$ cat config.mk
export PLATFORM = sky130hd
export DESIGN_NAME = mem_port_arbiter
export DESIGN_NICKNAME = d
export VERILOG_FILES = /design/src/rtl/mem_arb_pkg.sv /design/src/rtl/arb_starve_counter.sv /design/src/rtl/mem_port_arbiter.sv
export SDC_FILE = /design/constraint.sdc
export NUM_CORES = 1
export LEC_CHECK = 0
export BUFFER_PORTS_ARGS = -buffer_cell sky130_fd_sc_hd__buf_2
export CORE_ASPECT_RATIO = 1.25
export CORE_MARGIN = 2
export CORE_UTILIZATION = 41
export DETAILED_ROUTE_END_ITERATION = 10
export GPL_TIMING_DRIVEN = 0
export PLACE_DENSITY = 0.76
export SLEW_MARGIN = 30
export SYNTH_ARGS = -nofsm -noshare
export SYNTH_HDL_FRONTEND = slang
export SYNTH_SLANG_ARGS = --single-unit
export TNS_END_PERCENT = 100
$ cat constraint.sdc
create_clock -name clk -period 1.7 [get_ports clk]
set_clock_uncertainty 0.05 [all_clocks]
set_input_delay 0.34 -clock clk [delete_from_list [all_inputs] [get_ports clk]]
set_output_delay 0.34 -clock clk [all_outputs]
set_load 0.01 [all_outputs]
$ cat src/rtl/mem_arb_pkg.sv
`default_nettype none
// +----------------------------------------------------------------------------+
// | mem_arb_pkg                                                                |
// | Shared types and constants for the fetch/data memory port arbiter.         |
// | Revision: 1.0                                                              |
// +----------------------------------------------------------------------------+
package mem_arb_pkg;

  typedef enum logic [1:0] {
    ARB_IDLE = 2'd0,
    ARB_IF   = 2'd1,
    ARB_D    = 2'd2
  } arb_state_t;

  localparam int ADDR_W_DFLT  = 16;
  localparam int DATA_W_DFLT  = 16;
  localparam int STARVE_CNT_W = 4;

endpackage
`default_nettype wire

$ cat src/rtl/arb_starve_counter.sv
`default_nettype none
// +----------------------------------------------------------------------------+
// | arb_starve_counter                                                         |
// | Saturating count of data grants taken while a fetch was waiting.           |
// | Revision: 1.0                                                              |
// +----------------------------------------------------------------------------+
module arb_starve_counter
  import mem_arb_pkg::*;
#(
  parameter int LIMIT = 4
) (
  input  logic clk,
  input  logic reset,      // active low
  input  logic i_inc,
  input  logic i_clr,
  output logic o_atLimit
);

  localparam logic [STARVE_CNT_W-1:0] c_limit = STARVE_CNT_W'(LIMIT);

  logic [STARVE_CNT_W-1:0] r_count;

  // Clear wins over increment: a fetch grant always resets the fairness window.
  always_ff @(posedge clk or negedge reset) begin
    if (!reset) begin
      r_count <= '0;
    end else if (i_clr) begin
      r_count <= '0;
    end else if (i_inc && (r_count != c_limit)) begin
      r_count <= r_count + 1'b1;
    end
  end

  assign o_atLimit = (r_count == c_limit);

endmodule
`default_nettype wire

$ cat src/rtl/mem_port_arbiter.sv
`default_nettype none
// +----------------------------------------------------------------------------+
// | mem_port_arbiter                                                           |
// | Shares one single-ported memory between fetch and data stages; data wins  |
// | ties. Define MEM_ARB_STARVE_EN to force a fetch grant after STARVE_LIMIT   |
// | consecutive data grants with fetch waiting.                                |
// | Revision: 1.0                                                              |
// +----------------------------------------------------------------------------+
module mem_port_arbiter
  import mem_arb_pkg::*;
#(
  parameter int ADDR_W       = ADDR_W_DFLT,
  parameter int DATA_W       = DATA_W_DFLT,
  parameter int STARVE_LIMIT = 4
) (
  input  logic              clk,
  input  logic              reset,      // asynchronous, active low
  input  logic              if_req,
  input  logic [ADDR_W-1:0] if_addr,
  output logic [DATA_W-1:0] if_rdata,
  output logic              if_ready,
  input  logic              d_req,
  input  logic              d_we,
  input  logic [ADDR_W-1:0] d_addr,
  input  logic [DATA_W-1:0] d_wdata,
  output logic [DATA_W-1:0] d_rdata,
  output logic              d_ready,
  output logic              mem_en,
  output logic              mem_we,
  output logic [ADDR_W-1:0] mem_addr,
  output logic [DATA_W-1:0] mem_wdata,
  input  logic [DATA_W-1:0] mem_rdata,
  input  logic              mem_ack,
  output logic              stall_if,
  output logic              stall_mem
);

  arb_state_t        r_state;
  arb_state_t        w_nextState;
  logic              w_grantIf;
  logic              w_grantD;
  logic              w_atLimit;
  logic [ADDR_W-1:0] r_addr;
  logic              r_we;
  logic [DATA_W-1:0] r_wdata;
  logic              r_ifReady;
  logic              r_dReady;
  logic [DATA_W-1:0] r_ifRdata;
  logic [DATA_W-1:0] r_dRdata;

`ifdef MEM_ARB_STARVE_EN
  logic w_starveInc;
  logic w_starveClr;

  assign w_starveInc = w_grantD & if_req;
  assign w_starveClr = w_grantIf | ((r_state == ARB_IDLE) & ~if_req);

  arb_starve_counter #(
    .LIMIT (STARVE_LIMIT)
  ) u_starveCounter (
    .clk       (clk),
    .reset     (reset),
    .i_inc     (w_starveInc),
    .i_clr     (w_starveClr),
    .o_atLimit (w_atLimit)
  );
`else
  assign w_atLimit = 1'b0;
`endif

  always_ff @(posedge clk or negedge reset) begin
    if (!reset) begin
      r_state <= ARB_IDLE;
    end else begin
      r_state <= w_nextState;
    end
  end

  // Grants are only decided in ARB_IDLE, so an outstanding access is never preempted.
  always_comb begin
    w_nextState = r_state;
    w_grantIf   = 1'b0;
    w_grantD    = 1'b0;
    case (r_state)
      ARB_IDLE: begin
        if (d_req && !(if_req && w_atLimit)) begin
          w_grantD    = 1'b1;
          w_nextState = ARB_D;
        end else if (if_req) begin
          w_grantIf   = 1'b1;
          w_nextState = ARB_IF;
        end
      end
      ARB_IF, ARB_D: begin
        if (mem_ack) begin
          w_nextState = ARB_IDLE;
        end
      end
      default: begin
        w_nextState = ARB_IDLE;
      end
    endcase
  end

  always_ff @(posedge clk or negedge reset) begin
    if (!reset) begin
      r_addr    <= '0;
      r_we      <= 1'b0;
      r_wdata   <= '0;
      r_ifReady <= 1'b0;
      r_dReady  <= 1'b0;
      r_ifRdata <= '0;
      r_dRdata  <= '0;
    end else begin
      r_ifReady <= 1'b0;
      r_dReady  <= 1'b0;
      if (w_grantIf) begin
        r_addr  <= if_addr;
        r_we    <= 1'b0;
        r_wdata <= '0;
      end else if (w_grantD) begin
        r_addr  <= d_addr;
        r_we    <= d_we;
        r_wdata <= d_wdata;
      end
      if ((r_state == ARB_IF) && mem_ack) begin
        r_ifReady <= 1'b1;
        r_ifRdata <= mem_rdata;
      end
      // Stores complete without disturbing the last loaded value.
      if ((r_state == ARB_D) && mem_ack) begin
        r_dReady <= 1'b1;
        if (!r_we) begin
          r_dRdata <= mem_rdata;
        end
      end
    end
  end

  assign mem_en    = (r_state != ARB_IDLE);
  assign mem_we    = r_we;
  assign mem_addr  = r_addr;
  assign mem_wdata = r_wdata;
  assign if_rdata  = r_ifRdata;
  assign if_ready  = r_ifReady;
  assign d_rdata   = r_dRdata;
  assign d_ready   = r_dReady;
  assign stall_if  = if_req & ~r_ifReady;
  assign stall_mem = d_req & ~r_dReady;

endmodule
`default_nettype wire

======== Yosys cells after proc, flatten, opt, wreduce, memory -nomap -nowiden ========
Cells that the tools add are included.
word-level totals
  logic and storage cells ................. 42
  input port bits ......................... 70
  register bits ........................... 69
cells by class
  multiplexer cells ....................... 17
  equal/unequal tests ..................... 4
  reduce and logical (&&, ||, !) cells .... 8
  bitwise logic cells ..................... 5
operators by type and width
  cell                                                                   count
  16-bit 2-to-1 mux                                                      4
  1-bit 2-to-1 mux                                                       9
  2-bit 2-to-1 mux                                                       3
  2-bit one-hot mux with 2 select lines                                  1
  2-bit AND reduction                                                    2
  2-bit nonzero test                                                     2
  3-bit inequality test, second input constant                           1
  1-bit NOT                                                              3
  1-bit AND                                                              2
  2-bit by 1-bit equality test with 1-bit output, second input constant  1
  2-bit equality test, second input constant                             1
  1-bit logical AND                                                      2
  2-bit logical NOT                                                      1
  2-bit inequality test, second input constant                           1
  2-bit OR reduction                                                     1

======== Logic depth before layout (Yosys ltp) ========
  word-level depth ........................ 4
  gate-level depth with buffers ........... 7
  depth with buffers taken out ............ 5

======== Worst setup path before layout ========
Ideal clock, no wire load.
  path type ............................... reg2reg
  from .................................... register r_state[0]
  to ...................................... register r_dRdata[10] (netlist: d_rdata[10])
  cell stages (with the launch flop) ...... 8
  arrival ................................. 1.407 ns
  path slack .............................. 0.118 ns
  period minus slack after synthesis ...... 1.582 ns
  cell sequence ........................... dfrtp_1 -> inv_1 -> ha_1 -> and2_2 -> nand2b_1 -> buf_6 -> buf_6 -> mux2_4
between the ends
  word-level cells in the longest chain between the ends .. 3
RTL lines
  what                                  line                     source
  from (decl)                           mem_port_arbiter.sv:38   arb_state_t r_state;
  from (signal assigned)                mem_port_arbiter.sv:75   r_state <= w_nextState;
  2-bit equality test                   mem_port_arbiter.sv:131  if ((r_state == ARB_D) && mem_ack) begin
  1-bit logical AND                     mem_port_arbiter.sv:131
  2-bit AND reduction (no source line)  n/a
  to (signal assigned)                  mem_port_arbiter.sv:134  r_dRdata <= mem_rdata;
  to (decl)                             mem_port_arbiter.sv:49   logic [DATA_W-1:0] r_dRdata;
Every way passes these cells.
A chain may end at the register's enable or synchronous reset.

======== Final worst setup path ========
  from .................................... register r_state[0]
  to ...................................... register r_dRdata[6] (netlist: d_rdata[6])
Same word-level chain as after synthesis.

==> tab_implementation.tex <==
\begin{tabular}{lr}
\hline
Metric & Value \\
\hline
\multicolumn{2}{l}{\textbf{Outcome}} \\
\quad Result of the run & complete, no violations \\
\multicolumn{2}{l}{\textbf{Detailed routing}} \\
\quad Count of nets left with antenna violations after detail routing & 0 \\
\quad Routed wirelength normalized by instance count & 14.5 um \\
\quad DRC marker count from the first detailed-route iteration & 67 \\
\quad Post-detailed-route via-to-cell ratio & 4.88 \\
\quad First drt pass iteration count & 4 \\
\quad DRC violation count after routing & 0 \\
\quad Vias post-DR & 2166 \\
\quad Wire length reported by the detailed router & 6440 um \\
\multicolumn{2}{l}{\textbf{Hold path}} \\
\quad Cell depth of the worst hold path & 2 \\
\quad Hold path startpoint & d\_wdata[12] \\
\quad Min-delay worst type & in -> reg \\
\quad Worst Hold End & mem\_wdata[12] \\
\multicolumn{2}{l}{\textbf{Placed design}} \\
\quad Final RePlAce weighted congestion & approximately 0.77 \\
\quad Number of port buffers & 139 \\
\quad Post-DP HPWL & 4670 um \\
\quad Minimum setup slack after placement & -0.116 ns \\
\multicolumn{2}{l}{\textbf{Yosys}} \\
\quad Synthesized net count & 276 \\
\quad Synthesized flop and latch total & 69 \\
\quad Mapped Area & 0.00276 mm2 \\
\quad Number of enable-type register cells in the synthesized netlist & 0 \\
\quad Most used flip-flop cell after synthesis & dfrtp\_1 \\
\quad Cell count after synthesis & 202 \\
\quad Synthesized-area fraction occupied by ao, oa, aoi and oai cells & 0.119 \\
\quad Yosys top cell by area & dfrtp\_1 \\
\quad Fraction of the mapped netlist area in simple logic gates & 0.0638 \\
\quad Synthesized-area fraction occupied by adder cells & 0.0181 \\
\quad Post-synthesis mux area share & 0.144 \\
\quad Share of flip-flops with an asynchronous set or reset after synthesis & 1.00 \\
\quad Synth Area in XOR/XNOR & 0 \\
\quad Count of unique library cells instantiated by Yosys & 22 \\
\quad Sequential share of the synthesized area & 0.625 \\
\quad Largest family of logic cells by synthesized area & multiplexers \\
\quad Yosys top cell area share & 0.625 \\
\quad Avg Inst Size Synth & 13.7 um2 \\
\quad Number of synthesis warnings & 0 \\
\quad Dominant cells by area after synthesis & dfrtp\_1 62\%, mux2\_2 9.0\%, a22o\_1 5.7\% \\
\multicolumn{2}{l}{\textbf{Critical path}} \\
\quad Endpoint of the lowest-slack register-to-register path & d\_rdata[6] \\
\quad CP Class & reg -> reg \\
\quad Reg-to-reg critical path startpoint & r\_state[0] \\
\quad Worst-case register-to-register setup slack & 0.09 ns \\
\quad Length in cells of the worst reg-to-reg path & 6 \\
\quad Critical path endpoint category & flip-flop \\
\quad CP required & 1.87 ns \\
\quad Category of the worst setup path launch point & flip-flop \\
\quad Largest driver fanout on the critical path & 8 \\
\quad Critical path launch point & r\_state[0] \\
\quad CP arrival & 1.77 ns \\
\multicolumn{2}{l}{\textbf{Global route}} \\
\quad Total routing resource utilization after global routing & 0.172 \\
\quad Number of antenna violations at the first check in global routing & 0 \\
\quad Maximum number of pins on one net before global-route repair & 36 \\
\quad GRT Residual Overflow & 0 \\
\quad Wire length of the first global-routing pass & slightly below 10000 um \\
\quad Vias in the first global route & 2136 \\
\multicolumn{2}{l}{\textbf{Timing}} \\
\quad Slew at the pin closest to its max-slew limit & between 0.4 and 0.5 ns \\
\quad Worst-case headroom to the max-slew limit & 0.698 \\
\quad Max-slew violation count & 0 \\
\quad Unrepaired setup endpoints after global routing & no \\
\quad Period minus WS final & about 1.6 ns \\
\quad Setup TNS & 0 ns \\
\quad Timing-limited maximum frequency & 0.622 GHz \\
\quad Final-report setup violation count & 0 \\
\quad Slack of the critical path & 0.0923 ns \\
\quad Final hold violation count & 0 \\
\quad Ratio of final minimum period to clock period & 0.946 \\
\multicolumn{2}{l}{\textbf{Layout}} \\
\quad Utilization of the core after routing & 0.600 \\
\quad Area growth, synth to finish & 41.6\% \\
\quad Total number of nets in the final design & 428 \\
\quad Fill cell count & around 580 \\
\quad Antenna Diode Count & 0 \\
\quad Fraction of layout instances using a drive strength above 1 & 0.594 \\
\multicolumn{2}{l}{\textbf{CTS}} \\
\quad Number of clock sinks seen by CTS & 69 \\
\quad TritonCTS buffer count & 9 \\
\quad Setup bufs post-CTS & 0 \\
\quad TritonCTS clock tree & yes \\
\quad Clock root buffer master & clkbuf\_8 \\
\quad Source-to-sink clock delay at the later pin of the worst-skew pair & roughly 0.33 ns \\
\quad Clock input transition at the sequential cells of the worst setup and hold paths & 0.07 ns \\
\quad H-tree depth reported by CTS & 3 \\
\quad Maximum clock path buffer count & 2 \\
\multicolumn{2}{l}{\textbf{Flow run}} \\
\quad Maximum capacitance violations & 0 \\
\multicolumn{2}{l}{\textbf{Floorplan}} \\
\quad Width of the die & around 77 um \\
\quad Io pins & between 100 and 150 \\
\quad Initial Util & 0.424 \\
\quad Floorplan core area & 0.00652 mm2 \\
\quad Area of the die & 0.00742 mm2 \\
\quad Count of standard-cell rows & 33 \\
\quad Die H & $\sim$96 um \\
\multicolumn{2}{l}{\textbf{Power}} \\
\quad Leakage power figure & 2.00 nW \\
\quad Power Dens Cells & 1860 mW/mm2 \\
\quad Peak supply drop & a little over 0.9 mV \\
\hline
\end{tabular}
==> area by class of cell <==
type | instances | area (um2) | share of cell area
Sequential cell | 69 | 1730 | 0.441
Tap cell | 87 | 109 | 0.0278
Multi-Input combinational cell | 117 | 1030 | 0.263
Inverter | 5 | 18.8 | 0.00479
Clock buffer | 13 | 169 | 0.0431
Buffer | 10 | 77.6 | 0.0198
Timing Repair Buffer | 142 | 753 | 0.192
Clock inverter | 1 | 30.0 | 0.00767
==> repair_timing <==
action	CTS	global route
gates resized for setup	6	19
gates cloned	0	1
hold buffers	1	0
endpoints found under the hold margin	34	0
setup endpoints to repair	31	38
==> critical path: stages (launching register included) <==
cell and delay [ns]:
dfrtp_1 0.38, inv_2 0.07, ha_1 0.20, and2_2 0.18
nand2b_2 0.13, clkbuf_16 0.19, mux2_4 0.29
==> how the worst max path moves through the flow <==
stage | end | slack [ns]
floorplan | d_rdata[10] | 0.12
global placement | if_rdata[13] | -0.10
detailed placement | if_rdata[11] | -0.12
CTS | d_rdata[1] | 0.007
global route | mem_addr[14] | 0.005
finish | d_rdata[6] | 0.09
==> kinds of logic (layout without fill, tap and decap cells) <==
group,count (synthesis),count (layout)
simple gates,42,42
buf+inv,16,171
mux,32,32
fa+ha+maj,4,4
flops,69,69
compound gates,39,39
==> registers in the layout, indices dropped and copies added, names as in the netlist <==
register / cells
mem_we: 1
r_state: 2
if_ready: 1
mem_wdata: 16
if_rdata: 16
d_ready: 1
d_rdata: 16
mem_addr: 16
==> metal layers <==
metal | share of wire | GRT usage | wire, um
met1 | 0.41 | 0.205 | 2650
met2 | 0.51 | 0.288 | 3290
met3 | 0.051 | 0.0356 | 327
met4 | 0.027 | 0.103 | 176
met5 | 0 | 0 | 0
==> placed cells by master (no fill, tap or decap), types with 8 or more instances in the layout <==
cell,synthesis,layout
a22o_1,18,18
nor2_1,33,33
clkbuf_8,0,12
buf_2,6,142
o32ai_1,16,8
o32ai_2,0,8
dfrtp_1,69,69
mux2_4,10,10
mux2_2,22,22
==> power breakdown <==
part | internal (W) | switching [W] | leakage (nW) | total (W)
sequential | 0.00244 | 0.000403 | 0.826 | 0.00285
clock | 0.000783 | 0.000552 | 0.102 | 0.00133
combinational | 0.00157 | 0.00155 | 1.08 | 0.00312
total | 0.00480 | 0.00250 | 2.00 | 0.00730
==> synthesized netlist by cell type (all sizes together), types with 2 or more instances <==
| cell | n |
|---|---|
| dfrtp | 69 |
| nor2 | 33 |
| mux2 | 32 |
| a22o | 18 |
| o32ai | 16 |
| buf | 8 |
| inv | 5 |
| ha | 4 |
| nand2b | 4 |
| clkbuf | 3 |
| a21oi | 2 |
| and2 | 2 |
| nand2 | 2 |
| o21ai | 2 |
==> stage by stage <==
step | area [um2] | hold slack [ns] | power [W] | std cells
after CTS | 3810 | 0.162 | 0.00727 | 443
after global routing | 3920 | 0.164 | 0.00779 | 444
after floorplan | 2760 | -0.00559 | 0.00462 | 202
after global placement | 3570 | 0.427 | 0.00575 | 428
after detailed placement | 3590 | 0.267 | 0.00586 | 429
final | 3920 | 0.180 | 0.00730 | 444
Note: power is estimated with default switching activity, not from simulation.
